$ cat config.mk
export PLATFORM = sky130hd
export DESIGN_NAME = echo_delay_ctrl
export DESIGN_NICKNAME = d
export VERILOG_FILES = /design/src/rtl/echo_delay_pkg.sv /design/src/rtl/echo_delay_ctrl_mix.sv /design/src/rtl/echo_delay_ctrl.sv
export SDC_FILE = /design/constraint.sdc
export NUM_CORES = 1
export LEC_CHECK = 0
export ABC_AREA = 1
export ABC_CLOCK_PERIOD_IN_PS = 7600
export CAP_MARGIN = 25
export CORE_AREA = 2 2 156 158
export DETAILED_ROUTE_END_ITERATION = 16
export DIE_AREA = 0 0 158 160
export GPL_TIMING_DRIVEN = 0
export PLACE_DENSITY_LB_ADDON = 0.05
export SLEW_MARGIN = 20
export SYNTH_ARGS = -nofsm -noshare
export SYNTH_HDL_FRONTEND = slang
export SYNTH_SLANG_ARGS = --single-unit
$ cat constraint.sdc
create_clock -name clk -period 7.6 [get_ports clk]
set_input_delay 2.28 -clock clk [delete_from_list [all_inputs] [get_ports clk]]
set_output_delay 2.28 -clock clk [all_outputs]
set_load 0.03 [all_outputs]
$ cat src/rtl/echo_delay_pkg.sv
// Shared FSM encoding and saturation limits for the echo/delay controller.
// Limits are derived from the sample width, so each user passes its own width.
package echo_delay_pkg;

    typedef enum logic [2:0] {
        IDLE,
        READ,
        WAIT,
        MIX,
        OUT,
        CLEAR
    } state_t;

    // Largest positive two's-complement value at width w
    function automatic longint sat_max(input int w);
        return (64'sd1 <<< (w - 1)) - 64'sd1;
    endfunction

    // Most negative two's-complement value at width w
    function automatic longint sat_min(input int w);
        return -(64'sd1 <<< (w - 1));
    endfunction

endpackage

$ cat src/rtl/echo_delay_ctrl_mix.sv
// Combinational feedback mixer: y = sat(x + floor(d * gain / 2**GAIN_WIDTH)).
// Kept on its own so the arithmetic can be exercised without the FSM around it.
module echo_mix
    import echo_delay_pkg::*;
#(
    parameter int DATA_WIDTH = 24,
    parameter int GAIN_WIDTH = 8
) (
    input  logic signed [DATA_WIDTH-1:0] x,
    input  logic signed [DATA_WIDTH-1:0] d,
    input  logic        [GAIN_WIDTH-1:0] gain,
    output logic signed [DATA_WIDTH-1:0] y
);

    localparam int PW = DATA_WIDTH + GAIN_WIDTH + 1;
    localparam logic signed [PW-1:0] LIM_MAX = PW'(sat_max(DATA_WIDTH));
    localparam logic signed [PW-1:0] LIM_MIN = PW'(sat_min(DATA_WIDTH));

    logic signed [PW-1:0] d_ext;
    logic signed [PW-1:0] g_ext;
    logic signed [PW-1:0] x_ext;
    logic signed [PW-1:0] prod;
    logic signed [PW-1:0] prod_sh;
    logic signed [PW-1:0] sum;

    // The sum is held at the full product width; it is numerically identical
    // to a DATA_WIDTH+1 sum since |shifted| never exceeds |d|.
    always_comb begin
        d_ext   = {{(GAIN_WIDTH + 1){d[DATA_WIDTH-1]}}, d};
        x_ext   = {{(GAIN_WIDTH + 1){x[DATA_WIDTH-1]}}, x};
        g_ext   = {{(DATA_WIDTH + 1){1'b0}}, gain};
        prod    = d_ext * g_ext;
        prod_sh = prod >>> GAIN_WIDTH;
        sum     = x_ext + prod_sh;
        if (sum > LIM_MAX) begin
            y = LIM_MAX[DATA_WIDTH-1:0];
        end else if (sum < LIM_MIN) begin
            y = LIM_MIN[DATA_WIDTH-1:0];
        end else begin
            y = sum[DATA_WIDTH-1:0];
        end
    end

endmodule

$ cat src/rtl/echo_delay_ctrl.sv
// Feedback echo/delay controller driving an external 1-cycle-latency BRAM.
// Optional ECHO_DELAY_CLEAR_EN zero-fills the delay line after reset release.
module echo_delay_ctrl
    import echo_delay_pkg::*;
#(
    parameter int DATA_WIDTH = 24,
    parameter int ADDR_WIDTH = 10,
    parameter int GAIN_WIDTH = 8
) (
    input  logic                         clk,
    input  logic                         rstn,
    input  logic signed [DATA_WIDTH-1:0] sample_in,
    input  logic                         sample_in_valid,
    output logic                         sample_in_ready,
    input  logic        [ADDR_WIDTH-1:0] delay_len,
    input  logic        [GAIN_WIDTH-1:0] gain,
    output logic signed [DATA_WIDTH-1:0] sample_out,
    output logic                         sample_out_valid,
    input  logic                         sample_out_ready,
    output logic        [ADDR_WIDTH-1:0] bram_read_addr,
    output logic        [ADDR_WIDTH-1:0] bram_write_addr,
    output logic signed [DATA_WIDTH-1:0] bram_data_in,
    output logic                         bram_wr_en,
    input  logic signed [DATA_WIDTH-1:0] bram_data_out
);

`ifdef ECHO_DELAY_CLEAR_EN
    localparam state_t RESET_STATE = CLEAR;
    logic [ADDR_WIDTH-1:0] clr_addr_reg;
`else
    localparam state_t RESET_STATE = IDLE;
`endif

    state_t                  state_reg;
    logic [ADDR_WIDTH-1:0]   wr_ptr_reg;
    logic signed [DATA_WIDTH-1:0] x_reg;
    logic signed [DATA_WIDTH-1:0] d_reg;
    logic [GAIN_WIDTH-1:0]   gain_reg;
    logic signed [DATA_WIDTH-1:0] mix_y;

    echo_mix #(
        .DATA_WIDTH(DATA_WIDTH),
        .GAIN_WIDTH(GAIN_WIDTH)
    ) u_mix (
        .x   (x_reg),
        .d   (d_reg),
        .gain(gain_reg),
        .y   (mix_y)
    );

    // Ready is registered so it stays low during reset and rises one cycle later.
    always_ff @(posedge clk or negedge rstn) begin
        if (!rstn) begin
            state_reg        <= RESET_STATE;
            wr_ptr_reg       <= '0;
            x_reg            <= '0;
            d_reg            <= '0;
            gain_reg         <= '0;
            sample_in_ready  <= 1'b0;
            sample_out       <= '0;
            sample_out_valid <= 1'b0;
            bram_read_addr   <= '0;
            bram_write_addr  <= '0;
            bram_data_in     <= '0;
            bram_wr_en       <= 1'b0;
`ifdef ECHO_DELAY_CLEAR_EN
            clr_addr_reg     <= '0;
`endif
        end else begin
            bram_wr_en <= 1'b0;
            case (state_reg)
                IDLE: begin
                    if (sample_in_ready && sample_in_valid) begin
                        x_reg           <= sample_in;
                        gain_reg        <= gain;
                        bram_read_addr  <= wr_ptr_reg - delay_len;
                        sample_in_ready <= 1'b0;
                        state_reg       <= READ;
                    end else begin
                        sample_in_ready <= 1'b1;
                    end
                end
                READ: begin
                    state_reg <= WAIT;
                end
                WAIT: begin
                    d_reg     <= bram_data_out;
                    state_reg <= MIX;
                end
                MIX: begin
                    sample_out       <= mix_y;
                    sample_out_valid <= 1'b1;
                    bram_write_addr  <= wr_ptr_reg;
                    bram_data_in     <= mix_y;
                    bram_wr_en       <= 1'b1;
                    wr_ptr_reg       <= wr_ptr_reg + 1'b1;
                    state_reg        <= OUT;
                end
                OUT: begin
                    if (sample_out_ready) begin
                        sample_out_valid <= 1'b0;
                        sample_in_ready  <= 1'b1;
                        state_reg        <= IDLE;
                    end
                end
`ifdef ECHO_DELAY_CLEAR_EN
                CLEAR: begin
                    bram_write_addr <= clr_addr_reg;
                    bram_data_in    <= '0;
                    bram_wr_en      <= 1'b1;
                    clr_addr_reg    <= clr_addr_reg + 1'b1;
                    if (clr_addr_reg == {ADDR_WIDTH{1'b1}}) begin
                        sample_in_ready <= 1'b1;
                        state_reg       <= IDLE;
                    end
                end
`endif
                default: begin
                    sample_in_ready <= 1'b0;
                    state_reg       <= IDLE;
                end
            endcase
        end
    end

endmodule

[After elaboration in Yosys (flattened, before gate mapping)]
Cells that the tools add are included.
Operators by class
  $add $sub $neg: 3
  $mul: 1
  $lt $le $gt $ge: 2
  equal/unequal tests: 6
  muxes and demuxes: 11
  bitwise operators: 1
  reductions and logical operators: 8
Operator list (number)
  24-bit 2-to-1 mux: 2
  33-bit by 24-bit greater-than comparator with 1-bit output, second input constant: 1
  33-bit by 24-bit less-than comparator with 1-bit output, second input constant: 1
  24-bit by 9-bit multiplier with 33-bit output: 1
  24-bit by 25-bit adder with 26-bit output: 1
  3-bit one-hot mux with 5 select lines: 1
  10-bit by 1-bit adder with 10-bit output, second input constant: 1
  10-bit subtractor: 1
  2-bit AND reduction: 4
  3-bit by 2-bit equality test with 1-bit output, second input constant: 2
  3-bit 2-to-1 mux: 2
  1-bit 2-to-1 mux: 4
  2-bit inequality test, second input constant: 2
  3-bit by 1-bit equality test with 1-bit output, second input constant: 1
  3-bit equality test, second input constant: 1
  3-bit zero test: 1
  1-bit one-hot mux with 3 select lines: 1
  3-bit OR reduction: 1
  1-bit one-hot mux with 2 select lines: 1
  2-bit nonzero test: 1
  1-bit logical AND: 1
  1-bit NOT: 1
Storage, ports and cells
  register bits: 116
  input bits: 70
  output and inout bits: 71
  logic and storage cells: 43

[Depth between registers and ports, before layout]
Gate-level depths: netlist (run 1).
  word-level depth: 5
  gate-level depth with buffers: 39

[Modules after synthesis]
Synthesis (run 1) repeated with hierarchy kept, for this count alone.
Second synthesis, totals
  cells, all modules: 1988
  area, all modules: 14363.8 um2
By module, submodules not included
  echo_mix: times used 1, cells an instance 1436, area each 9228.9 um2, seq. area each 0.0 um2
  echo_delay_ctrl: times used 1, cells an instance 552, area each 5134.9 um2, seq. area each 2902.8 um2

[Least setup slack after synthesis (run 1)]
No wires, ideal clock.
  path kind: reg2reg
  start point: reg gain_reg[2]
  end point: reg bram_data_in[10]
  arrival time: 5.753 ns
  slack: 1.727 ns
  stages on the path, launching flop included: 31
  period minus slack after synthesis: 5.873 ns
  cells stage by stage: dfrtp_1 clkbuf_1 clkbuf_1 nand2_1 fa_1 inv_1 fa_1 inv_1 fa_1 inv_1 fa_1 ha_1 a21oi_1 nor3_1 a211oi_1 o21ai_0 a21oi_1 nand2_1 nand2_1 nand2_1 ha_1 nand2_1 nor2_1 nand2_1 nor3_2 nand2_1 nand4_1 nand3_1 nand2_2 buf_6 a21oi_2
Between the ends
  word-level cells in the longest chain between the ends: 5
  elaborated cells on any way between the ends: 6
  classes of those cells: add/sub: 1; mul: 1; order compare: 2; mux: 2
Ends and longest elaborated chain
  start: declaration: line echo_delay_ctrl.sv:38  | logic [GAIN_WIDTH-1:0] gain_reg;
  start signal: assignment: line echo_delay_ctrl.sv:75  | gain_reg <= gain;
  24-bit by 9-bit multiplier with 33-bit output (*): line echo_delay_ctrl_mix.sv:32  | prod = d_ext * g_ext;
  24-bit by 25-bit adder with 26-bit output (*): line echo_delay_ctrl_mix.sv:34  | sum = x_ext + prod_sh;
  33-bit by 24-bit less-than comparator with 1-bit output: line echo_delay_ctrl_mix.sv:37  | end else if (sum < LIM_MIN) begin
  24-bit 2-to-1 mux: line echo_delay_ctrl_mix.sv:37
  24-bit 2-to-1 mux (*): line echo_delay_ctrl_mix.sv:35  | if (sum > LIM_MAX) begin
  end signal: assignment: line echo_delay_ctrl.sv:94  | bram_data_in <= mix_y;
  end: declaration: line echo_delay_ctrl.sv:22  | output logic signed [DATA_WIDTH-1:0] bram_data_in,
Mark *: on every way between the ends. The rest lies on a longest branch, timed or not.
A chain may end at the register's enable or synchronous reset.

[Worst setup path in the final report (run 1)]
  start point: reg gain_reg[7]
  end point: reg bram_data_in[9]
Same word-level chain as after synthesis.

==> results.md, run 1 <==
* Status: finished clean
* Hold path cells at 2
* Worst Max-Slew Pin Slew at 799 ps
* Reg2reg start: gain_reg[7]
* Die outline area at 25,300 um2
* RR Endpoint: bram_data_in[9]
* DRT Pass-1 Iters at 5
* Cts hold-fix bufs at 0
* Max cap viols at 0
* DRT iter0 DRCs at around 850
* Cell Rows at 57
* Layout cell share with drive strength beyond 1 at 7.40%
* Global Route Usage Sum at between 30% and 40%
* Gate Count Post-Synth at 1,882
* CP startpoint kind: flip-flop
* Ys flop type: dfrtp_1
* Remaining antenna violation count at 0
* Final wirelength at 35.7 mm
* DP HPWL at ~29 mm
* Final #Nets at between 2,000 and 2,500
* Worst endpoint required time at a little under 8000 ps
* Initial Util at 58.7%
* Setup crit end kind: flip-flop
* Critical path class: reg -> reg
* Synth Area in Simple Gates at 22.6%
* Vias in the first global route at 12,300
* Routed length on met2 at 17.0 mm
* Synthesized cell area at 14,000 um2
* Max stage delay cell, worst path: clkbuf_1
* Max Slew Vio Count at 0
* Final-report setup violation count at 0
* Largest family of logic cells by synthesized area: adder cells
* Ys async rst share at 100%
* Most frequent CP cell: nand2_1
* Number of distinct library cells after synthesis at 43
* Clock transition at the registers of the reported paths at 70 ps
* Setup Skew at 13.2 ps
* Compound-Gate Fraction of Synth Area at 6.55%
* Clock Latency Late Sink at 430 ps
* Min-delay src: sample_out_valid
* Mean Syn Cell Area at 7.43 um2
* Largest net degree at the start of global routing at 60
* CP Max Fanout at 10
* R2R Setup Slk at 250 ps
* RSZ-0062 raised after global routing: false
* Area Growth Syn to Fin at 17.3%
* Post-layout minimum cycle time at ~7300 ps
* Mapped Nets at approximately 2,200
* Core area at roughly 24,000 um2
* Rel. slew slack at 46.8%
* Commonest non-fill, non-tap cells in the layout: 572 x nand2_1, 419 x inv_1, 151 x fa_1, 139 x clkdlybuf4s50_1, 116 x dfrtp_1
* CTS tree: built
* Wire length per cell at 15.0 um
* CTS root buf: clkbuf_16
* Synth warn at 0
* Crit share post-route at 96.7%
* Post-Synth Adder-Cell Area at 30.4%
* Port-buffer cells at 140
* Highest Clock Rate at 136 MHz
* FF+latch count, synth at 116
* DRC errors left at 0
* Highest Signal Layer: met4
* Routed via count at 12,100
* Die height at 160 um
* Seq/Total Area, Yosys at 20.8%
* Die width at 158 um
* Gr ovfl total at 0
* Most common cell after layout, fill and taps aside: nand2_1
* Placed cell count at 2,347
* CTS Sinks at 116
* Hold Path Class: reg -> reg
* Final Instance Count excl. Fillers at around 2,400
* Placer Congestion at 0.908
* Initial antenna violation count at 1
* Global-route wire length before repair at between 60 and 70 mm
* Crit path DAT at approximately 7700 ps
* Number of synthesized flops with an enable pin at 0
* Htree depth at 4
* Worst Reg2Reg Path Length in Cells at 29
* Mux cell area share after synthesis at 1.93%
* Crit path to: bram_data_in[9]
* Crit path launch: gain_reg[7]
* Clock Path Buffers at 2
* XOR/XNOR Fraction of Synth Area at under 10%
* Io pins at 141
* WL met1 at between 15 and 20 mm
* TritonCTS Buffers at 17
* Final hold vios at 0
* Largest stage delay on the critical path at 600 ps
* Detailed-route vias per instance at 5.08
* Worst hold slack at 471 ps
* WL met3 at 2.54 mm
## final cells by class
cell class	count	area [um2]
multi-input cells	1254	9020
fillers	2101	7420
flip-flops and latches	116	2900
inverters	422	1580
repair buffers	141	1430
plain buffers	88	469
clock buffers	17	425
well taps	324	405
clock inverters	15	163
diodes	1	2.50
## cells in the mapped netlist (5+ instances only)
library cell	n	share of area, %
clkbuf_1	58	1.6
xnor2_1	18	1.1
ha_1	98	8.8
buf_4	24	1.3
nand2_2	18	0.81
xor2_1	31	1.9
nor3_1	16	0.57
nand4_1	13	0.58
o21bai_1	5	0.27
nor2_1	97	2.6
nor2_2	5	0.22
nand3_1	40	1.4
a21oi_2	21	1.3
inv_1	419	11
mux2_2	24	1.9
nand2_1	572	15
dfrtp_1	116	21
fa_1	151	22
o21ai_0	45	1.6
a21oi_1	68	2.4
## stage by stage
stage                     cell area (um2)  util [%]  worst slack [ps]  setup TNS (ps)
after floorplan                     14000         -              1730               0
after global placement              15800      66.3              -494          -54830
after detailed placement            15800      66.4               124               0
after CTS                           16400      68.8              19.0               0
after global routing                16400      68.9              5.82               0
final                               16400      68.9               254               0
## worst min-delay path by stage
stage	endpoint
final	sample_out_valid
after global routing	bram_read_addr[7]
after CTS	sample_out_valid
after detailed placement	sample_out_valid
after global placement	bram_write_addr[5]
after floorplan	x_reg[0]
## critical path, delay by kind of cell (launching register included)
family / cells / cell delay, ps
buffers and inverters: 6 / 1510
AO/OA/AOI/OAI: 2 / 490
adder cells (fa/ha/maj): 6 / 2600
AND/OR/NAND/NOR: 15 / 2270
flip-flops: 1 / 320
## repair_timing
action | in CTS | in global routing
resized for setup | 0 | 11
buffers inserted | 0 | 0
endpoints found under the setup margin | 0 | 24
endpoints found under the hold margin | 0 | 0
## layer usage
layer / vias up / track usage [%]
li1: 5897 / -
met1: 5733 / 41.4
met2: 393 / 49.6
met3: 66 / 5.56
met4: 0 / 8.60
met5: - / 0
## logic make-up (layout without fill, tap and decap cells)
| kind of cell | Yosys count | in the layout |
|---|---|---|
| AOI/OAI and AO/OA | 157 | 157 |
| xor gates and xnor gates | 49 | 49 |
| adders and majority gates | 249 | 249 |
| buffers and inverters | 512 | 683 |
| DFF | 116 | 116 |
| muxes | 24 | 24 |
| other | 0 | 1 |
| and+or+nand+nor | 775 | 775 |
Power of run 1 is not shown: default switching activity piles up to over one toggle a cycle in this logic, so the estimate is an artifact.
==> run 2: changes to the inputs <==
SETUP_SLACK_MARGIN = 0.02   (was not set)
==> run 2 against run 1 <==
  * Critical path type unchanged
  * Global-route usage did not move
  * Worst setup slack improved by 15 ps
  * Die area did not move
  * Highest routed layer unchanged
  * Cell area barely moved
  * Hold slack barely moved
  * Register-to-register slack improved by 20 ps
==> results.md, run 2 (synthesized netlist as in run 1, its figures left out) <==
* R2R Setup Slk at 270 ps (+20 ps)
* Cell Rows at 57 (unchanged)
* CTS Sinks at 116 (unchanged)
* Crit share post-route at 96.5% (-0.20 points)
* Final wirelength at 35.8 mm (+0.36%)
* RSZ-0062 raised after global routing: false
* Clock transition at the registers of the reported paths at 70 ps (about the same)
* Core area at 23,800 um2 (unchanged)
* Routed via count at 12,100 (+0.017%)
* Final #Nets at 2,359 (unchanged)
* Crit path to: bram_data_in[9]
* DRT iter0 DRCs at 796 (-5.8%)
* Clock Latency Late Sink at 440 ps (about the same)
* DRC errors left at 0 (unchanged)
* Most frequent CP cell: nand2_1
* Wire length per cell at 15.1 um (+0.36%)
* DP HPWL at 28.8 mm (unchanged)
* Crit path max-delay family: adder cells
* Setup Skew at 13.0 ps (-0.211 ps)
* Worst Reg2Reg Path Length in Cells at 29 (unchanged)
* Setup crit end kind: flip-flop
* WP depth at 29 (unchanged)
* Io pins at 141 (unchanged)
* Fill count at 2,102 (+0.048%)
* Multi-input gate area at 9020 um2 (unchanged)
* Crit path buf inv count at 6 (unchanged)
* Largest stage delay on the critical path at 590 ps (about the same)
* Crit path launch: gain_reg[5]
* Commonest non-fill, non-tap cells in the layout: 572 x nand2_1, 419 x inv_1, 151 x fa_1, 139 x clkdlybuf4s50_1, 116 x dfrtp_1
* Register area at 2900 um2 (unchanged)
* DP Worst Slack at 124 ps (unchanged)
* Design Area, Final at 16,400 um2 (about the same)
* Max Slew Vio Count at 0 (unchanged)
* Worst Max-Slew Pin Slew at 826 ps (+27.1 ps)
* RR Endpoint: bram_data_in[9]
* Remaining antenna violation count at 0 (unchanged)
* Global-route wire length before repair at 60.2 mm (unchanged)
* DRT Pass-1 Iters at 5 (unchanged)
* Hold Path Class: reg -> reg
* Worst endpoint required time at 7920 ps (about the same)
* Rel. slew slack at 44.9% (-1.8 points)
* Die height at 160 um (unchanged)
* CP startpoint kind: flip-flop
* Status: finished clean
* Final hold vios at 0 (unchanged)
* Most common cell after layout, fill and taps aside: nand2_1
* Vias in the first global route at 12,300 (unchanged)
* Global Route Usage Sum at 30.3% (unchanged)
* Area Growth Syn to Fin at 17.4% (about the same)
* Reg2reg start: gain_reg[5]
* Die outline area at 25,300 um2 (unchanged)
* Max stage delay cell, worst path: fa_1
* Initial antenna violation count at 1 (unchanged)
* Largest net degree at the start of global routing at 60 (unchanged)
* Detailed-route vias per instance at 5.08 (about the same)
* Final worst slack at 269 ps (+15.1 ps)
* TritonCTS Buffers at 17 (unchanged)
* Crit path DAT at 7650 ps (about the same)
* Die width at 158 um (unchanged)
* Port-buffer cells at 140 (unchanged)
* Placer Congestion at 0.908 (unchanged)
* Initial Util at 58.7% (unchanged)
* Placed inst area at 15,800 um2 (unchanged)
* Worst hold slack at 471 ps (+0.0190 ps)
* Highest Clock Rate at 136 MHz (+0.21%)
* Final-report setup violation count at 0 (unchanged)
* Critical path class: reg -> reg
* Layout cell share with drive strength beyond 1 at 7.55% (+0.15 points)
* Clock Path Buffers at 2 (unchanged)
* Postcts setup bufs at 0 (unchanged)
* CTS tree: built
* CTS root buf: clkbuf_16
* Htree depth at 4 (unchanged)
* Post-layout minimum cycle time at 7330 ps (-15.1 ps)
* Gr ovfl total at 0 (unchanged)
* Final setup TNS at 0 ps (unchanged)
* Max cap viols at 0 (unchanged)
* CP Max Fanout at 10 (unchanged)
run 2: changes by cell type in the layout (fill, tap and decap cells not counted), sizes merged:
cell,previous run,this run
buf,33,35
clkbuf,74,72
run 2: repair_timing:
action / CTS / global route
hold buffers: 0 / 0
endpoints found under the setup margin: 1 / 23
endpoints found under the hold margin: 0 / 0
resized for setup: 1 / 17
run 2: worst min-delay path by stage:
stage / from / to / slack [ps] / depth (start not counted)
CTS: sample_out_valid / sample_out_valid / 470 / 2
global placement: bram_write_addr[5] / bram_write_addr[5] / 460 / 2
detailed placement: sample_out_valid / sample_out_valid / 460 / 2
finish: sample_out_valid / sample_out_valid / 470 / 2
global route: bram_read_addr[7] / bram_read_addr[7] / 500 / 2
floorplan: x_reg[0] / x_reg[0] / 450 / 2
run 2: cell type report:
cell class / instances / share of cell area, %
Inverter: 422 / 9.66
Antenna cell: 1 / 0.0153
Multi-Input combinational cell: 1254 / 55.0
Sequential cell: 116 / 17.7
Clock buffer: 17 / 2.59
Buffer: 88 / 2.88
Timing Repair Buffer: 141 / 8.72
Tap cell: 324 / 2.47
Clock inverter: 15 / 0.992
run 2: per-layer routing:
layer	wire, um	share of wire, %	vias up	track usage [%]
met5	0	0	-	0
met4	760	2.1	0	8.60
met3	2500	7.0	66	5.56
met2	17000	47	374	49.6
met1	15600	43	5757	41.4
li1	-	-	5894	-
run 2: per-stage QoR:
step	util, %	std cells
floorplan	-	1882
global placement	66.3	2346
detailed placement	66.4	2347
CTS	68.9	2379
global route	68.9	2378
finish	68.9	2378
run 2: tightest hold or removal path, delay by kind of cell, from the launching register on:
family / cells / cell delay, ps
DFF: 1 / 340
and+or+nand+nor: 2 / 90
Power of run 2 is left out for the same reason.
